<file path="src/rtl/mips_reg_ctrl.sv">
// mips_reg_ctrl: write-port controller for the MIPS register file.
// After reset (or an InitStart pulse) it sweeps INIT_VALUE into all 32
// registers. It then arbitrates two write requesters round-robin onto the
// single write port with one cycle of latency. Register 0 is never written
// by a requester.
module mips_reg_ctrl #(
   parameter logic [31:0] INIT_VALUE = 32'h0
) (
   input  logic        Clock,
   input  logic        Reset,
   input  logic        InitStart,
   input  logic        Req0Valid,
   input  logic [4:0]  Req0Addr,
   input  logic [31:0] Req0Data,
   output logic        Req0Ready,
   input  logic        Req1Valid,
   input  logic [4:0]  Req1Addr,
   input  logic [31:0] Req1Data,
   output logic        Req1Ready,
   output logic        RegWrite,
   output logic [4:0]  WriteAddr,
   output logic [31:0] WriteData,
   output logic        Busy
);

   localparam logic ST_INIT = 1'b0;
   localparam logic ST_RUN  = 1'b1;

   logic        state_q,       state_d;
   logic [4:0]  cnt_q,         cnt_d;
   logic        last_grant_q,  last_grant_d;
   logic        reg_write_q,   reg_write_d;
   logic [4:0]  write_addr_q,  write_addr_d;
   logic [31:0] write_data_q,  write_data_d;

   logic        can_grant;
   logic        grant0;
   logic        grant1;

   // Round-robin arbitration: a lone requester always wins. When both are
   // valid, the one that did not win last time gets the port. Nothing is
   // granted during a sweep or in the cycle that starts one.
   always_comb begin
      can_grant = (state_q == ST_RUN) && !InitStart;
      grant0    = can_grant && Req0Valid && (!Req1Valid || last_grant_q);
      grant1    = can_grant && Req1Valid && (!Req0Valid || !last_grant_q);
   end

   assign Req0Ready = grant0;
   assign Req1Ready = grant1;
   assign RegWrite  = reg_write_q;
   assign WriteAddr = write_addr_q;
   assign WriteData = write_data_q;
   assign Busy      = (state_q == ST_INIT);

   // Next-state logic: sweep addresses while in INIT, else forward the
   // granted write. The address and data hold when no write happens.
   always_comb begin
      state_d      = state_q;
      cnt_d        = cnt_q;
      last_grant_d = last_grant_q;
      reg_write_d  = 1'b0;
      write_addr_d = write_addr_q;
      write_data_d = write_data_q;

      case (state_q)
         ST_INIT: begin
            // InitStart is deliberately ignored here; the sweep runs to completion.
            reg_write_d  = 1'b1;
            write_addr_d = cnt_q;
            write_data_d = INIT_VALUE;
            cnt_d        = cnt_q + 5'd1;   // wraps to 0 after address 31
            if (cnt_q == 5'd31) begin
               state_d = ST_RUN;
            end
         end
         default: begin
            if (InitStart) begin
               state_d = ST_INIT;
               cnt_d   = 5'd0;
            end else if (grant0) begin
               // Register 0 is hard-wired: accept the write but suppress it.
               reg_write_d  = (Req0Addr != 5'd0);
               write_addr_d = Req0Addr;
               write_data_d = Req0Data;
               last_grant_d = 1'b0;
            end else if (grant1) begin
               reg_write_d  = (Req1Addr != 5'd0);
               write_addr_d = Req1Addr;
               write_data_d = Req1Data;
               last_grant_d = 1'b1;
            end
         end
      endcase
   end

   // State registers. Reset aborts any sweep or pending write right away.
   // LastGrant resets to 1, so requester 0 wins the first contended cycle.
   always_ff @(posedge Clock or negedge Reset) begin
      if (!Reset) begin
         state_q      <= ST_INIT;
         cnt_q        <= 5'd0;
         last_grant_q <= 1'b1;
         reg_write_q  <= 1'b0;
         write_addr_q <= 5'd0;
         write_data_q <= 32'd0;
      end else begin
         state_q      <= state_d;
         cnt_q        <= cnt_d;
         last_grant_q <= last_grant_d;
         reg_write_q  <= reg_write_d;
         write_addr_q <= write_addr_d;
         write_data_q <= write_data_d;
      end
   end

endmodule

</file>
<file path="config.mk">
export PLATFORM = sky130hd
export DESIGN_NAME = mips_reg_ctrl
export DESIGN_NICKNAME = d
export VERILOG_FILES = /design/src/rtl/mips_reg_ctrl.sv
export SDC_FILE = /design/constraint.sdc
export NUM_CORES = 1
export LEC_CHECK = 0
export BUFFER_PORTS_ARGS = -buffer_cell sky130_fd_sc_hd__buf_2
export CAP_MARGIN = 20
export CORE_MARGIN = 5
export CORE_UTILIZATION = 44
export CTS_CLUSTER_SIZE = 28
export DETAILED_ROUTE_END_ITERATION = 10
export HOLD_SLACK_MARGIN = 0.12
export PLACE_DENSITY = 0.79
export SYNTH_ARGS = -nofsm -noshare
export SYNTH_HDL_FRONTEND = slang
export SYNTH_SLANG_ARGS = --single-unit
</file>
<file path="constraint.sdc">
create_clock -name Clock -period 1.8 [get_ports Clock]
set_input_delay 0.45 -clock Clock [delete_from_list [all_inputs] [get_ports Clock]]
set_output_delay 0.45 -clock Clock [all_outputs]
set_load 0.05 [all_outputs]
</file>
==> metrics.md, run 1 <==
| Metric | Value |
|---|---|
| Outcome | finished clean |
| Clock sinks | 45 |
| Critical Path RT | 1350 ps |
| Leading post-synthesis cells by cell area | dfrtp_1 (50%), mux2i_1 (16%), o21ai_0 (7.7%) |
| Die Ht | 80.79 µm |
| Worst skew pair latency | 290 ps |
| H-tree depth | 2 |
| CTS tree | built |
| Post-CTS Setup Inserts | 0 |
| CTS Root Buffer Type | clkbuf_8 |
| Top-count cell post-synth | dfrtp_1 |
| Drc violations | 0 |
| Seq/Total Area, Yosys | 0.5114 |
| DR vias/cell | 5.065 |
| HPWL Detailed | 4174 µm |
| Design area | 3005 µm² |
| Post-route ant nets | 0 |
| Filler cells | 437 |
| Die area | 6526 µm² |
| Flop2flop setup slack | 350 ps |
| Pwr per Cell Area | 1060 nW/µm² |
| Worst Skew | 3.020 ps |
| First-pass GRT wire length | 9149 µm |
| Core box area | 4786 µm² |
| Ant. Diodes | 0 |
| Final hold slack | 142.0 ps |
| Initial Utilization | 0.4607 |
| Ports | 120 |
| Final std cells w/o fill | 398 |
| Fmax | 574.2 MHz |
| Clock period minus worst slack | 1741 ps |
| Slew margin rel. | 0.7694 |
| Post-synth EDFFs | 0 |
| Leading register cell type out of synthesis | dfrtp_1 |
| Final count of negative-setup-slack endpoints | 0 |
| Worst-path clk slew | 80 ps |
| Largest area contributor in the netlist | dfrtp_1 |
| Post-Syn Area | 2205 µm² |
| Max-cap violations | 0 |
| Final net count | 411 |
| Synth top cells by count | dfrtp_1 (44), mux2i_1 (36), o21ai_0 (34), nand3_1 (33) |
| Largest net degree at the start of global routing | 69 |
| Hold Vio Cnt, Final | 0 |
| Placed cell area | 2905 µm² |
| Fin. max-slew vios | 0 |
| Rows | 25 |
| Setup tns final | 0 ps |
| Worst Tran Pin Value | 345.1 ps |
| Port bufs | 119 |
| DP Cell Count | 390 |
| Startpoint class of the critical path | register |
| Routability Congestion | 0.7453 |
| Vias in the first global route | 2082 |
| Worst VDD drop | 491.3 µV |
| Post-Route WL | 5510 µm |
| Proportion of layout cells with a drive suffix above 1 | 0.4199 |
| TritonRoute pass-1 iters | 4 |
| Crit Path Category | reg -> out |
| Critical path arrival | 1290 ps |
| CTS Buffer Depth | 2 |
| Cell leakage power | 0.001664 µW |
| Total GRT Usage | 0.1780 |
| Syn Nets | 295 |
| Inserted Clock Buffers | 5 |
| Area Overhead vs Synth | 36.32% |
| Period utilization | 0.9675 |
| Share of Yosys cell area claimed by the top area cell type | 0.4994 |
| Initial antenna violation count | 0 |
| Mapped Cells | 214 |
| Yosys warnings | 0 |
| Unrepaired setup endpoints after global routing | yes |
| Number of DRC markers in iteration 0 | 57 |
| Asr flop ratio synth | 1.000 |
| Syn_area_per_cell | 10.30 µm² |
| Avg WL per Cell | 13.84 µm |
| Hold WC Path Type | in -> async |
| Crit-path max FO | 4 |
| Total number of vias | 2016 |
| Crit end category | output port |
| Synth Register Bits | 45 |
| Post-CTS Hold Buffers | 0 |
| Total gr overflow | 0 |
| Die W | 80.79 µm |
| Distinct cells, synth | 32 |
[stage by stage]
stage	worst slack (ps)	util	power (µW)
6_report	58.54	0.6280	3185
5_1_grt	-16.59	0.6280	3380
4_1_cts	7.680	0.6248	3213
3_5_place_dp	19.30	0.6071	2619
3_3_place_gp	25.83	0.6071	2580
2_1_floorplan	8.602	-	2244
[area by class of cell]
type	instances	area, µm²	share of cell area
multi-input combinational	149	1013	0.3372
tap	67	83.83	0.02789
sequential	45	1127	0.3751
timing repair buffer	127	693.2	0.2306
inverter	2	7.507	0.002498
clock buffer	8	80.08	0.02664
[placed cells by master, fill, tap and decap left out, types with 2 or more instances in the layout]
| cell type | instances |
|---|---|
| ha_1 | 2 |
| buf_6 | 2 |
| buf_4 | 6 |
| mux2i_1 | 36 |
| nand2_1 | 6 |
| dfrtp_1 | 44 |
| o22ai_1 | 6 |
| buf_2 | 117 |
| nand3_1 | 33 |
| a21oi_1 | 8 |
| o21ai_4 | 2 |
| nor2_1 | 5 |
| clkbuf_1 | 3 |
| o21ai_0 | 34 |
| clkbuf_8 | 5 |
| buf_12 | 2 |
[report_power, final]
part / internal [µW] / total, µW / switching [µW]
clock network: 276 / 584 / 308
registers: 1190 / 1330 / 137
logic: 452 / 1270 / 818
total: 1920 / 3180 / 1260
[logic make-up (layout without fill, tap and decap cells)]
kind of cell    after synthesis  count (layout)  synth area share
compound gates               56              56            0.1408
xor+xnor                      2               2          0.007947
fa+ha+maj                     2               2           0.01135
buf+inv                      20             137           0.04597
flops                        45              45            0.5114
mux                          36              36            0.1635
simple gates                 53              53            0.1192
[registers in the layout, indices dropped and copies added, names as in the netlist]
signal and cells:
cnt_q 5, last_grant_q 1, WriteAddr 5, RegWrite 1, WriteData 32, state_q 1
[worst max-delay path, cell delays in order, from the launching register on]
cell,delay [ps]
dfstp_2,580
nand2_1,80
and3_4,200
buf_6,150
[what timing repair did]
action                     4_1_cts  5_1_grt
setup endpoints to repair        3        2
gates resized for setup          3        4
pin swaps                        0        0
[worst paths after layout]
check | start | endpoint | depth (start not counted)
hold / removal | Reset | WriteData[3]$_DFFE_PN0P_ | 2
min in group Clock | Req0Data[17] | WriteData[17]$_DFFE_PN0P_ | 3
setup reg to reg | cnt_q[0]$_DFFE_PN0P_ | cnt_q[4]$_DFFE_PN0P_ | 4
hold reg to reg | WriteData[23]$_DFFE_PN0P_ | WriteData[23]$_DFFE_PN0P_ | 2
max in group asynchronous | Reset | last_grant_q$_DFFE_PN1P_ | 2
setup / recovery | last_grant_q$_DFFE_PN1P_ | Req1Ready | 3
[layer usage]
metal | wire length [µm] | share of wire | global-route usage | vias up
met5 | 0 | 0 | 0 | -
met4 | 31 | 0.0056 | 0.05068 | 0
met3 | 476 | 0.086 | 0.05543 | 2
met2 | 2729 | 0.50 | 0.3071 | 79
met1 | 2272 | 0.41 | 0.2146 | 931
li1 | - | - | - | 1004
Power figures use the tool's default switching activity.
==> run 2, diff against run 1 <==
- ABC_CLOCK_PERIOD_IN_PS: not set -> 1700
- PLACE_DENSITY: 0.79 -> 0.76
- clock period: 1.8 -> 1.7 ns (I/O delays scaled with it)
==> run 2 against run 1 <==
Compared with the run above: the run now ends with setup timing left; die area stayed put; sequential cell count did not move; utilization is 0.68 points higher; via count down 0.69%; sequential power rose by 5%; first-iteration DRC count up 30%; register-to-register slack worse by 120 ps; clock-buffer cell count decreased by 3; largest cell class unchanged; highest routed layer unchanged.
==> metrics.md, run 2 (same netlist as run 1, synthesis figures left out) <==
| Metric | Value |
|---|---|
| Outcome | finished with violations |
| Failing checks | setup timing |
| Worst Tran Pin Value | 426.4 ps |
| Crit end category | output port |
| Total gr overflow | 0 |
| Core box area | 4786 µm² |
| Clock period minus worst slack | 1706 ps |
| First-pass GRT wire length | 9149 µm |
| Post-route ant nets | 0 |
| Initial Utilization | 0.4607 |
| Setup WS pre-CTS | -62.14 ps |
| H-tree depth | 2 |
| Crit Path Category | reg -> out |
| Highest routed layer | met4 |
| Die W | 80.79 µm |
| Port bufs | 119 |
| Worst Skew | 11.63 ps |
| Crit-path max FO | 3 |
| Filler cells | 421 |
| Area Overhead vs Synth | 37.80% |
| Ant. Diodes | 0 |
| Most frequent cells in the layout | buf_2 (117), dfrtp_1 (44), mux2i_1 (36), o21ai_0 (34), nand3_1 (33) |
| Cell depth of the worst flop-to-flop path | 4 |
| CTS Buffer Depth | 2 |
| Avg WL per Cell | 13.51 µm |
| Worst skew pair latency | 300 ps |
| Slowest cell on crit path | dfstp_2 |
| Critical Path RT | 1270 ps |
| Flip-flop count of the largest register after layout | 32 |
| Clock sinks | 45 |
| TritonRoute pass-1 iters | 4 |
| Critical path arrival | 1280 ps |
| Cell leakage power | 0.001683 µW |
| CTS tree | built |
| CP peak stage delay | 570 ps |
| Total number of vias | 2002 |
| Area of the multi-input gates | 1011 µm² |
| Worst VDD drop | 489.4 µV |
| Max-cap violations | 0 |
| DR vias/cell | 4.993 |
| Fin. max-slew vios | 0 |
| Met3 routed WL | 456 µm |
| WL met2 | 2555 µm |
| Fmax | 586.2 MHz |
| Post-Route WL | 5417 µm |
| Rows | 25 |
| Startpoint class of the critical path | register |
| Total GRT Usage | 0.1784 |
| CTS Root Buffer Type | clkbuf_8 |
| Inserted Clock Buffers | 5 |
| Initial antenna violation count | 0 |
| Routability Congestion | 0.7520 |
| Most common cell after layout, fill and taps aside | buf_2 |
| Proportion of layout cells with a drive suffix above 1 | 0.4251 |
| Number of DRC markers in iteration 0 | 74 |
| Sequential cell area | 1127 µm² |
| Die Ht | 80.79 µm |
| Pwr per Cell Area | 1114 nW/µm² |
| Hold Path Depth | 3 |
| Largest net degree at the start of global routing | 69 |
| Setup tns final | -5.905 ps |
| Vias in the first global route | 2068 |
| Final count of negative-setup-slack endpoints | 1 |
| Worst-path clk slew | 90 ps |
| Hold Vio Cnt, Final | 0 |
| Drc violations | 0 |
| HPWL Detailed | 4158 µm |
| Slew margin rel. | 0.7157 |
| Ports | 120 |
| Worst-path cell chain | o21ai_4 > nor3_4 > buf_6 |
| Die area | 6526 µm² |
| Setup ws final | -5.905 ps |
| Unrepaired setup endpoints after global routing | yes |
| Final net count | 414 |
| Flop2flop setup slack | 230 ps |
| Hold WC Path Type | in -> reg |
| Metal-1 WL | 2349 µm |
| Final hold slack | 413.4 ps |
| Period utilization | 1.003 |
## run 2: area by class of cell
cell class	count	share of cell area
Clock inverter	3	0.005766
Timing Repair Buffer	130	0.2376
Sequential cell	45	0.3711
Multi-Input combinational cell	149	0.3328
Inverter	2	0.002471
Tap cell	67	0.02759
Clock buffer	5	0.02265
## run 2: report_power, final
part	internal (µW)	total (µW)	leakage (µW)	switching [µW]
clock network	284	629	0.0000439	346
logic	490	1360	0.00104	865
registers	1260	1400	0.000598	137
## run 2: timing repair
item / in CTS / in global routing
gates cloned: 0 / 0
gates resized for setup: 6 / 0
setup endpoints to repair: 2 / 2
pin swaps: 1 / 0
hold endpoints to repair: 42 / 0
hold buffers: 1 / 0
setup buffers: 1 / 0
## run 2: final timing paths
check / start / endpoint
min in group asynchronous: Reset / WriteData[26]$_DFFE_PN0P_
min reg2reg: WriteData[4]$_DFFE_PN0P_ / WriteData[4]$_DFFE_PN0P_
max reg2reg: cnt_q[0]$_DFFE_PN0P_ / cnt_q[4]$_DFFE_PN0P_
min: Req0Data[29] / WriteData[29]$_DFFE_PN0P_
max: last_grant_q$_DFFE_PN1P_ / Req0Ready
max in group asynchronous: Reset / last_grant_q$_DFFE_PN1P_
## run 2: critical path: cells and delay by family, from the launching register on
kind / cells / cell delay (ps)
and+or+nand+nor: 1 / 160
buffers and inverters: 1 / 180
DFF: 1 / 570
AOI/OAI and AO/OA: 1 / 90
## run 2: metrics by stage
| step | util | instance area [µm²] | total power [µW] | cells |
|---|---|---|---|---|
| 4_1_cts | 0.6348 | 3038 | 3427 | 401 |
| 3_5_place_dp | 0.6086 | 2913 | 2764 | 391 |
| 6_report | 0.6348 | 3038 | 3385 | 401 |
| 5_1_grt | 0.6348 | 3038 | 3621 | 401 |
| 2_1_floorplan | - | 2217 | 2377 | 214 |
| 3_3_place_gp | 0.6086 | 2913 | 2735 | 391 |
## run 2: layer usage
metal / vias to the layer above / global-route usage
li1: 1013 / -
met3: 6 / 0.05322
met1: 905 / 0.2187
met2: 78 / 0.3079
met4: 0 / 0.04561
met5: - / 0
